**config.mk**
```make
export PLATFORM = sky130hd
export DESIGN_NAME = receiver
export DESIGN_NICKNAME = d
export VERILOG_FILES = /design/src/rtl/receiver.sv
export SDC_FILE = /design/constraint.sdc
export NUM_CORES = 1
export LEC_CHECK = 0
export CORE_MARGIN = 2
export CORE_UTILIZATION = 57
export CTS_CLUSTER_SIZE = 25
export DETAILED_ROUTE_END_ITERATION = 8
export PLACE_DENSITY = 0.93
export SKIP_LAST_GASP = 1
export SLEW_MARGIN = 20
export SYNTH_ARGS = -nofsm -noshare
export SYNTH_HDL_FRONTEND = slang
export SYNTH_SLANG_ARGS = --single-unit
```
**constraint.sdc**
```tcl
create_clock -name clk -period 2.5 [get_ports clk]
set_input_delay 0.25 -clock clk [delete_from_list [all_inputs] [get_ports clk]]
set_output_delay 0.25 -clock clk [all_outputs]
set_load 0.1 [all_outputs]
```
**src/rtl/receiver.sv**
```systemverilog
// receiver: two-wire serial-to-parallel receiver with start/stop framing and error detection
module receiver #(
    parameter int MESSAGE_LENGTH = 8
) (
    input  logic                      clk,
    input  logic                      rst,
    input  logic                      sda,
    input  logic                      scl,
    output logic [MESSAGE_LENGTH-1:0] data,
    output logic                      valid,
    output logic                      busy,
    output logic                      error
);
    localparam int CW = $clog2(MESSAGE_LENGTH);
    typedef enum logic {IDLE, RECV} state_t;
    state_t                    state;
    logic                      sda_q, scl_q, sda_p, scl_p;
    logic [CW-1:0]             bit_cnt;
    logic [MESSAGE_LENGTH-1:0] shift, shift_nx;
    logic                      rise, start, stop, last;
    assign rise  = !scl_p && scl_q;
    assign start = scl_p && scl_q && sda_p && !sda_q;
    assign stop  = scl_p && scl_q && !sda_p && sda_q;
    assign last  = bit_cnt == CW'(MESSAGE_LENGTH - 1);
    always_comb begin
        shift_nx          = shift;
        shift_nx[bit_cnt] = sda_q;
    end
    always_ff @(posedge clk) begin
        if (rst) begin
            sda_q   <= 1'b1;
            scl_q   <= 1'b1;
            sda_p   <= 1'b1;
            scl_p   <= 1'b1;
            state   <= IDLE;
            bit_cnt <= '0;
            shift   <= '0;
            data    <= '0;
            valid   <= 1'b0;
            busy    <= 1'b0;
            error   <= 1'b0;
        end else begin
            sda_q <= sda;
            scl_q <= scl;
            sda_p <= sda_q;
            scl_p <= scl_q;
            valid <= 1'b0;
            error <= 1'b0;
            if (state == IDLE) begin
                if (start) begin
                    state   <= RECV;
                    busy    <= 1'b1;
                    bit_cnt <= '0;
                    shift   <= '0;
                end
            end else if (start) begin
                error   <= 1'b1;
                bit_cnt <= '0;
                shift   <= '0;
            end else if (stop) begin
                error <= 1'b1;
                state <= IDLE;
                busy  <= 1'b0;
            end else if (rise) begin
                shift <= shift_nx;
                if (last) begin
                    data  <= shift_nx;
                    valid <= 1'b1;
                    state <= IDLE;
                    busy  <= 1'b0;
                end else begin
                    bit_cnt <= bit_cnt + CW'(1);
                end
            end
        end
    end
endmodule

```
# [Yosys cells after proc, flatten, opt, wreduce, memory -nomap -nowiden]
# Index checks and enable logic that the tools add are counted.
[classes] add_sub_neg=1 magnitude_cmp=2 eq_ne=4 mux=29 bitwise=4 reduce_logical=20
[ops] cell="$mux W8" n=5
[ops] cell="$mux W3" n=6
[ops] cell="$mux W1" n=16
[ops] cell="$bwmux W8" n=1
[ops] cell="$reduce_and A4 Y1" n=2
[ops] cell="$logic_and A1 B1 Y1" n=7
[ops] cell="$ne A2 B2 Y1 const B" n=3
[ops] cell="$reduce_bool A3 Y1" n=2
[ops] cell="$reduce_and A5 Y1" n=1
[ops] cell="$reduce_or A5 Y1" n=1
[ops] cell="$lt A3 B4 Y1 const B" n=1
[ops] cell="$not A1 Y1" n=4
[ops] cell="$reduce_bool A2 Y1" n=2
[ops] cell="$add A3 B1 Y3 const B" n=1
[ops] cell="$demux W1 S3" n=1
[ops] cell="$eq A3 B3 Y1 const B" n=1
[ops] cell="$ge A3 B1 Y1 const B" n=1
[ops] cell="$logic_not A1 Y1" n=3
[ops] cell="$reduce_and A3 Y1" n=1
[ops] cell="$reduce_or A2 Y1" n=1
[word_totals] reg_bits=27 wordCells=71

# [Depth between registers and ports, before layout]
# Gate-level depths: netlist of the first run.
[logic_depth] word_depth=9 depth_mapped=7 ltp_nobuf=5

# [Least setup slack after synthesis of the first run]
# OpenSTA, ideal clock, no wires.
[synth_timing] kind="flip-flop to flip-flop" startpoint="register scl_p" endpoint="register shift[0]" t_arrival_ns=1.398 required_ns=2.366 path_slack_ns=0.968 path_stages_with_launch=7 path_buffers=1 cell_sequence="dfxtp_1 buf_6 nand4b_1 ha_1 nand2b_1 a21oi_1 o32ai_1"
[synth_between] elab_chain_cells=5 word_cells_on_any_way=13 classes_between="1 x eq/ne; 2 x mux; 10 x reduce/logical"
[synth_rtl] element="start: declaration" line="17" rtl="logic sda_q, scl_q, sda_p, scl_p;"
[synth_rtl] element="start signal: assignment" line="46" rtl="scl_p <= scl_q;"
[synth_rtl] element="$logic_and A1 B1 Y1" line="22, 23"
[synth_rtl] element="$logic_and A1 B1 Y1, on equally long branches (2 in a row)" line="22, 23"
[synth_rtl] element="$ne A2 B2 Y1 (no source line) (tied with other cells)"
[synth_rtl] element="$reduce_and A3 Y1 (no source line) or $mux W8 (tied branches)"
[synth_rtl] element="end signal: assignment" line="65" rtl="shift <= shift_nx;"
[synth_rtl] element="end: declaration" line="19" rtl="logic [MESSAGE_LENGTH-1:0] shift, shift_nx;"
# Several ways; a longest one is shown, not always the timed one.
# A chain may end at the register's enable or synchronous reset.

# [Final worst setup path of the first run]
[layout_timing] startpoint="register bit_cnt[0]" endpoint="register data[4]"
[layout_between] word_cells_on_any_way=8 classes_between="2 x order compare; 1 x eq/ne; 3 x mux; 2 x reduce/logical"
[layout_lines] element="start: declaration" line="18" rtl="logic [CW-1:0] bit_cnt;"
[layout_lines] element="start signal: assignment" line="72" rtl="bit_cnt <= bit_cnt + CW'(1);"
[layout_lines] element="$eq A3 B3 Y1" line="24" rtl="assign last = bit_cnt == CW'(MESSAGE_LENGTH - 1);"
[layout_lines] element="named net last" line="20" rtl="logic rise, start, stop, last;"
[layout_lines] element="$reduce_and A5 Y1 (no source line)"
[layout_lines] element="end signal: assignment" line="67" rtl="data <= shift_nx;"
[layout_lines] element="end: declaration" line="9" rtl="output logic [MESSAGE_LENGTH-1:0] data,"
# The timed path passes the listed nets, and every way through them passes these cells.

==> results of run 1 <==
==> power breakdown <==
group / internal, mW / total, mW / switching, mW / leakage [nW]
clock: 0.0598 / 0.183 / 0.123 / 0.0177
sequential: 0.435 / 0.445 / 0.00923 / 0.219
combinational: 0.0188 / 0.0450 / 0.0262 / 0.262
total: 0.514 / 0.673 / 0.159 / 0.498
==> logic make-up after synthesis <==
family | Yosys count | share of synthesized area
AOI/OAI and AO/OA | 26 | 0.175
xor gates and xnor gates | 1 | 0.00720
adders and majority gates | 3 | 0.0309
buffers and inverters | 24 | 0.0926
DFF | 27 | 0.444
muxes | 9 | 0.0751
and+or+nand+nor | 34 | 0.175
==> cell usage in the layout (no fill, tap or decap) <==
cell,count
a211oi_1,8
nand2_1,1
dfxtp_1,27
and4bb_1,1
a21oi_1,2
clkbuf_4,3
a31oi_1,1
o22ai_2,1
o21ai_0,1
clkinv_2,1
xnor2_1,1
o32ai_1,10
nand2b_1,4
inv_1,13
buf_4,12
nand3_1,1
nor3_1,1
mux2i_1,8
or3b_4,1
mux2_2,1
nand3b_1,3
o211ai_1,1
ha_1,3
clkdlybuf4s50_1,3
and4b_1,1
nor2_1,9
and3b_1,1
or2_2,4
nor4_1,1
nor3b_1,3
nand4b_1,1
a2111oi_0,1
nor2b_1,2
a221oi_2,1
==> registers in the layout (all words and copies together) (netlist names) <==
register,flops
sda_q,1
valid,1
state,1
busy,1
bit_cnt,3
scl_q,1
data,8
error,1
shift,8
sda_p,1
scl_p,1
==> worst min-delay path by stage <==
stage / startpoint / cells past startpoint / to
2_1_floorplan: scl / 1 / scl_q
3_3_place_gp: shift[2] / 2 / shift[2]
3_5_place_dp: shift[1] / 2 / shift[1]
4_1_cts: sda / 2 / sda_q
5_1_grt: scl / 2 / scl_q
6_report: shift[1] / 2 / shift[1]
==> routing by layer <==
metal / share of wire / global-route usage / wire length (um)
met5: 0 / 0 / 0
met3: 0.035 / 0.0268 / 80
met1: 0.45 / 0.262 / 1010
met2: 0.51 / 0.333 / 1150
met4: 0.0066 / 0.0833 / 15
==> cell usage after synthesis (2+ instances only) <==
master / count / area share
nand2b_1: 4 / 0.021
or2_2: 4 / 0.021
mux2i_1: 8 / 0.066
ha_1: 3 / 0.031
dfxtp_1: 27 / 0.44
nor2_1: 9 / 0.028
buf_6: 2 / 0.019
a211oi_1: 8 / 0.049
nor3b_1: 3 / 0.019
inv_1: 13 / 0.040
nor2b_1: 2 / 0.010
o32ai_1: 10 / 0.072
nand3b_1: 3 / 0.019
clkbuf_1: 5 / 0.015
buf_2: 3 / 0.012
a21oi_1: 2 / 0.0082
==> cell type report <==
| class | instances | share of cell area |
|---|---|---|
| Clock buffer | 3 | 0.0169 |
| Clock inverter | 1 | 0.00375 |
| Inverter | 13 | 0.0366 |
| Multi-Input combinational cell | 73 | 0.422 |
| Sequential cell | 27 | 0.405 |
| Tap cell | 27 | 0.0253 |
| Timing Repair Buffer | 15 | 0.0901 |
==> critical path: cells and delay by family, from the launching register on <==
| kind | cells | cell delay, ps |
|---|---|---|
| adders and majority gates | 2 | 490 |
| and+or+nand+nor | 2 | 670 |
| AOI/OAI and AO/OA | 1 | 270 |
| DFF | 1 | 580 |
==> metrics.txt, run 1 <==
Die X 50.2 um; Cells after Synth 124; Total Routing Usage GR 0.201; final critical-path required period 2100 ps; asr flop ratio synth 0; Via density 5.76; Crit. Startpoint bit_cnt[0]; Relative slew margins 0.555; max-slew violation count 0; Seq cells post-synth 27; clock root buffer clkbuf_4; # port buffers 14; setup TNS after final layout 0 ps; P per Cell Area a little over 500 mW/mm2; crit share post-route 0.839; worst-path cell chain ha_1 > ha_1 > and4b_1 > nor2_1 > a211oi_1; Die Height 50.2 um; Ports 15; # DRC 0; Hold WS 487 ps; H-tree depth 1; FF+latch area roughly 540 um2; syn_area_per_cell 9.81 um2; Worst path most repeated cell ha_1; Crit Reg-Reg Endpoint data[4]; Design Area, Final between 0.001 and 0.0015 mm2; Peak supply drop 0.614 mV; run status complete, no violations; Placement Rows 16; first-pass GRT wire length 3.88 mm; Synthesis Warnings 0; Iteration-0 DRC Markers 18; CP required 2730 ps; worst reg2reg startpoint bit_cnt[0]; P&R area growth vs syn 9.67%; Fin. Hold Viols 0; full die area approximately 0.0025 mm2; Vias 916; total power 0.673 mW; Setup CP Type reg2reg; Seq/Total Area, Yosys 0.444; largest net degree at the start of global routing 29; CP arrival 2320 ps; Final Setup Violations 0; total grt overflow 0; Clock Latency Late Sink between 300 and 400 ps; Post-Syn Nets 131; Starting Density 0.614; Inst Count DP 155; worst min-delay path class reg2reg; n_diodes 0; CP endpoint kind register; DP Area ~0.0013 mm2; initial antenna violation count 0; WL per Instance between 10 and 15 um; Max stage delay on crit path 590 ps; final-layout fill cell count approximately 130; GP Congestion 0.870; Worst Skew 1.52 ps; final worst setup slack 402 ps; worst slew pin tran 667 ps; worst slack, placed around 450 ps; RSZ-0062 raised after global routing no; routed wire length 2.26 mm; Startpoint Class register; worst setup path endpoint data[4]; clock tree buffer depth 2; CTS clk-pin slew, worst paths 140 ps; CTS tree done; max cap viols 0; Synth cell types 34; Fmax between 0.4 and 0.5 GHz; DRT Pass-1 Iters 4; number of synthesized flops with an enable pin 0; final core occ 0.673; critical path peak fanout 17; ratio of cells with drive above 1 in the final layout 0.182; cts repair resizes 0; Layout Cells excl Fill 159; Slowest cell on crit path and4b_1; Pleak 0.498 nW; hold_buf cts 0; Mapped Area 0.00122 mm2; Clock Sinks 27; Num CTS Buffers 3; Antenna Nets Post-Route 0; layout net count 140; setup slack, reg-to-reg ~400 ps; Main synth FF type dfxtp_1; Setup Buffers After CTS 0; multi-input logic area 563 um2; Reg2Reg Depth 5; vias in the first global route 859; placed wire-length estimate approximately 1.6 mm; Placeable Area 0.00198 mm2
No activity file was read; power rests on OpenSTA's default activity.
==> inputs of run 2 (changes only) <==
- CORE_UTILIZATION: 57 -> 53
- PLACE_DENSITY: 0.93 -> 0.88
- clock period: 2.5 -> 1.98 ns (I/O delays scaled with it)
==> metrics.txt, run 2 (synthesis results as in run 1) <==
Worst Skew 3.75 ps (+2.23 ps); Fin. Hold Viols 0 (unchanged); cts repair resizes 0 (unchanged); Placeable Area 0.00219 mm2 (+11%); GP Congestion 0.762 (-12%); Slowest cell on crit path dfxtp_1; Setup CP Type reg2reg; Via density 5.68 (-1.4%); clock tree buffer depth 2 (unchanged); run status complete, no violations; CP required 2220 ps (-510 ps); CTS clk-pin slew, worst paths 130 ps (about the same); Hold WS 434 ps (-53.1 ps); Clock Latency Late Sink 320 ps (about the same); final core occ 0.628 (-0.0448); total grt overflow 0 (unchanged); Layout Cells excl Fill 164 (+3.1%); Comb pwr share 0.068 (about the same); Vias 932 (+1.7%); Clock Sinks 27 (unchanged); clock root buffer clkbuf_4; most frequent cells in the layout 27 x dfxtp_1, 15 x buf_4, 13 x inv_1, 10 x o32ai_1, 9 x nor2_1; share of power burned in registers 0.662 (about the same); hold_buf cts 0 (unchanged); vias in the first global route 866 (+0.81%); Ports 15 (unchanged); n_diodes 0 (unchanged); Num CTS Buffers 3 (unchanged); critical path peak fanout 14 (-3); max-slew violation count 0 (unchanged); worst slew pin tran 397 ps (-270 ps); worst-path cell chain ha_1 > and4b_1 > buf_12 > nor2_1 > a211oi_1; Psw 0.194 mW (+22%); P&R area growth vs syn 13.2%; full die area 0.00269 mm2 (+6.9%); # DRC 0 (unchanged); clock power share 0.271 (about the same); CP delay by family, top flip-flops; Relative slew margins 0.735 (+0.180); Inst Count DP 160 (+3.2%); most common cell after layout, fill and taps aside dfxtp_1; layout net count 144 (+2.9%); Net Sw Frac 0.229 (-0.00710); DP Area 0.00135 mm2 (+3.4%); ratio of cells with drive above 1 in the final layout 0.199 (+0.0167); max cap viols 0 (unchanged); routed wire length 2.11 mm (-6.5%); DRT Pass-1 Iters 4 (unchanged); biggest regs data x8, shift x8, bit_cnt x3; Startpoint Class register; Placement Rows 17 (+1); Peak supply drop 0.389 mV (-37%); Internal 0.653 mW (+27%); CTS tree done; Pleak 0.520 nW (+4.4%); Starting Density 0.555 (-0.0585); Max stage delay on crit path 530 ps (-60 ps); Iteration-0 DRC Markers 18 (unchanged); Final Setup Violations 0 (unchanged); setup TNS after final layout 0 ps (unchanged); initial antenna violation count 0 (unchanged); Design Area, Final 0.00138 mm2 (+3.2%); placed wire-length estimate 1.55 mm (-3.5%); CP arrival 1970 ps (-350 ps); H-tree depth 1 (unchanged); worst min-delay path class in2reg; largest net degree at the start of global routing 29 (unchanged); Die X 51.9 um (+3.4%); Total Routing Usage GR 0.185 (-0.0164); crit share post-route 0.873 (+0.0332); Die Height 51.9 um (+3.4%); WL per Instance 12.9 um (-9.4%); # port buffers 14 (unchanged); CP endpoint kind register; first-pass GRT wire length 3.70 mm (-4.6%); Antenna Nets Post-Route 0 (unchanged); worst path buffer plus inverter count 1 (+1); Fmax 0.579 GHz (+21%); Setup Buffers After CTS 0 (unchanged); final-layout fill cell count 188 (+41%); final critical-path required period 1730 ps (-371 ps); RSZ-0062 raised after global routing no; P per Cell Area 615 mW/mm2 (+22%)
==> run 2: changes by cell type in the layout (fill, tap and decap cells not counted), sizes merged <==
cell / before / now
clkinv: 1 / 0
buf: 12 / 16
clkbuf: 3 / 4
==> run 2: cell type report <==
cell class              count  area (um2)  share of cell area
clock buffers               4        26.3              0.0191
inverters                  13        48.8              0.0355
multi-input cells          73         563               0.409
flip-flops and latches     27         541               0.393
well taps                  28        35.0              0.0255
repair buffers             19         163               0.118
==> run 2: stage by stage <==
step	total power [mW]	setup slack [ps]
floorplan	0.614	448
global placement	0.628	340
detailed placement	0.629	291
CTS	0.854	252
global route	0.882	82.8
finish	0.847	252
==> run 2: worst reg2reg max path: stages, from the launching register on <==
cell	delay (ps)
dfxtp_1	530
ha_1	330
and4b_1	370
buf_12	170
nor2_1	40
a211oi_1	210
==> run 2: worst paths after layout <==
kind | slack, ps | end | cells after the start | start
worst max-delay path | 250 | data[3] | 5 | bit_cnt[2]
worst min-delay path | 430 | scl_q | 2 | scl
worst max register to register | 250 | data[3] | 5 | bit_cnt[2]
worst min register to register | 490 | shift[4] | 2 | shift[4]
==> run 2: power groups by stage <==
stage	sequential, mW	clock [mW]	combinational, mW
2_1_floorplan	0.577	0	0.0374
4_1_cts	0.560	0.236	0.0575
5_1_grt	0.563	0.257	0.0629
6_report	0.560	0.229	0.0573
3_3_place_gp	0.572	0	0.0561
3_5_place_dp	0.572	0	0.0572
==> run 2: metal layers <==
metal | track usage | wire, um | vias up
met1 | 0.236 | 921 | 445
met4 | 0.0833 | 34 | 0
met3 | 0.0345 | 75 | 4
met5 | 0 | 0 | -
met2 | 0.300 | 1080 | 14
li1 | - | - | 469
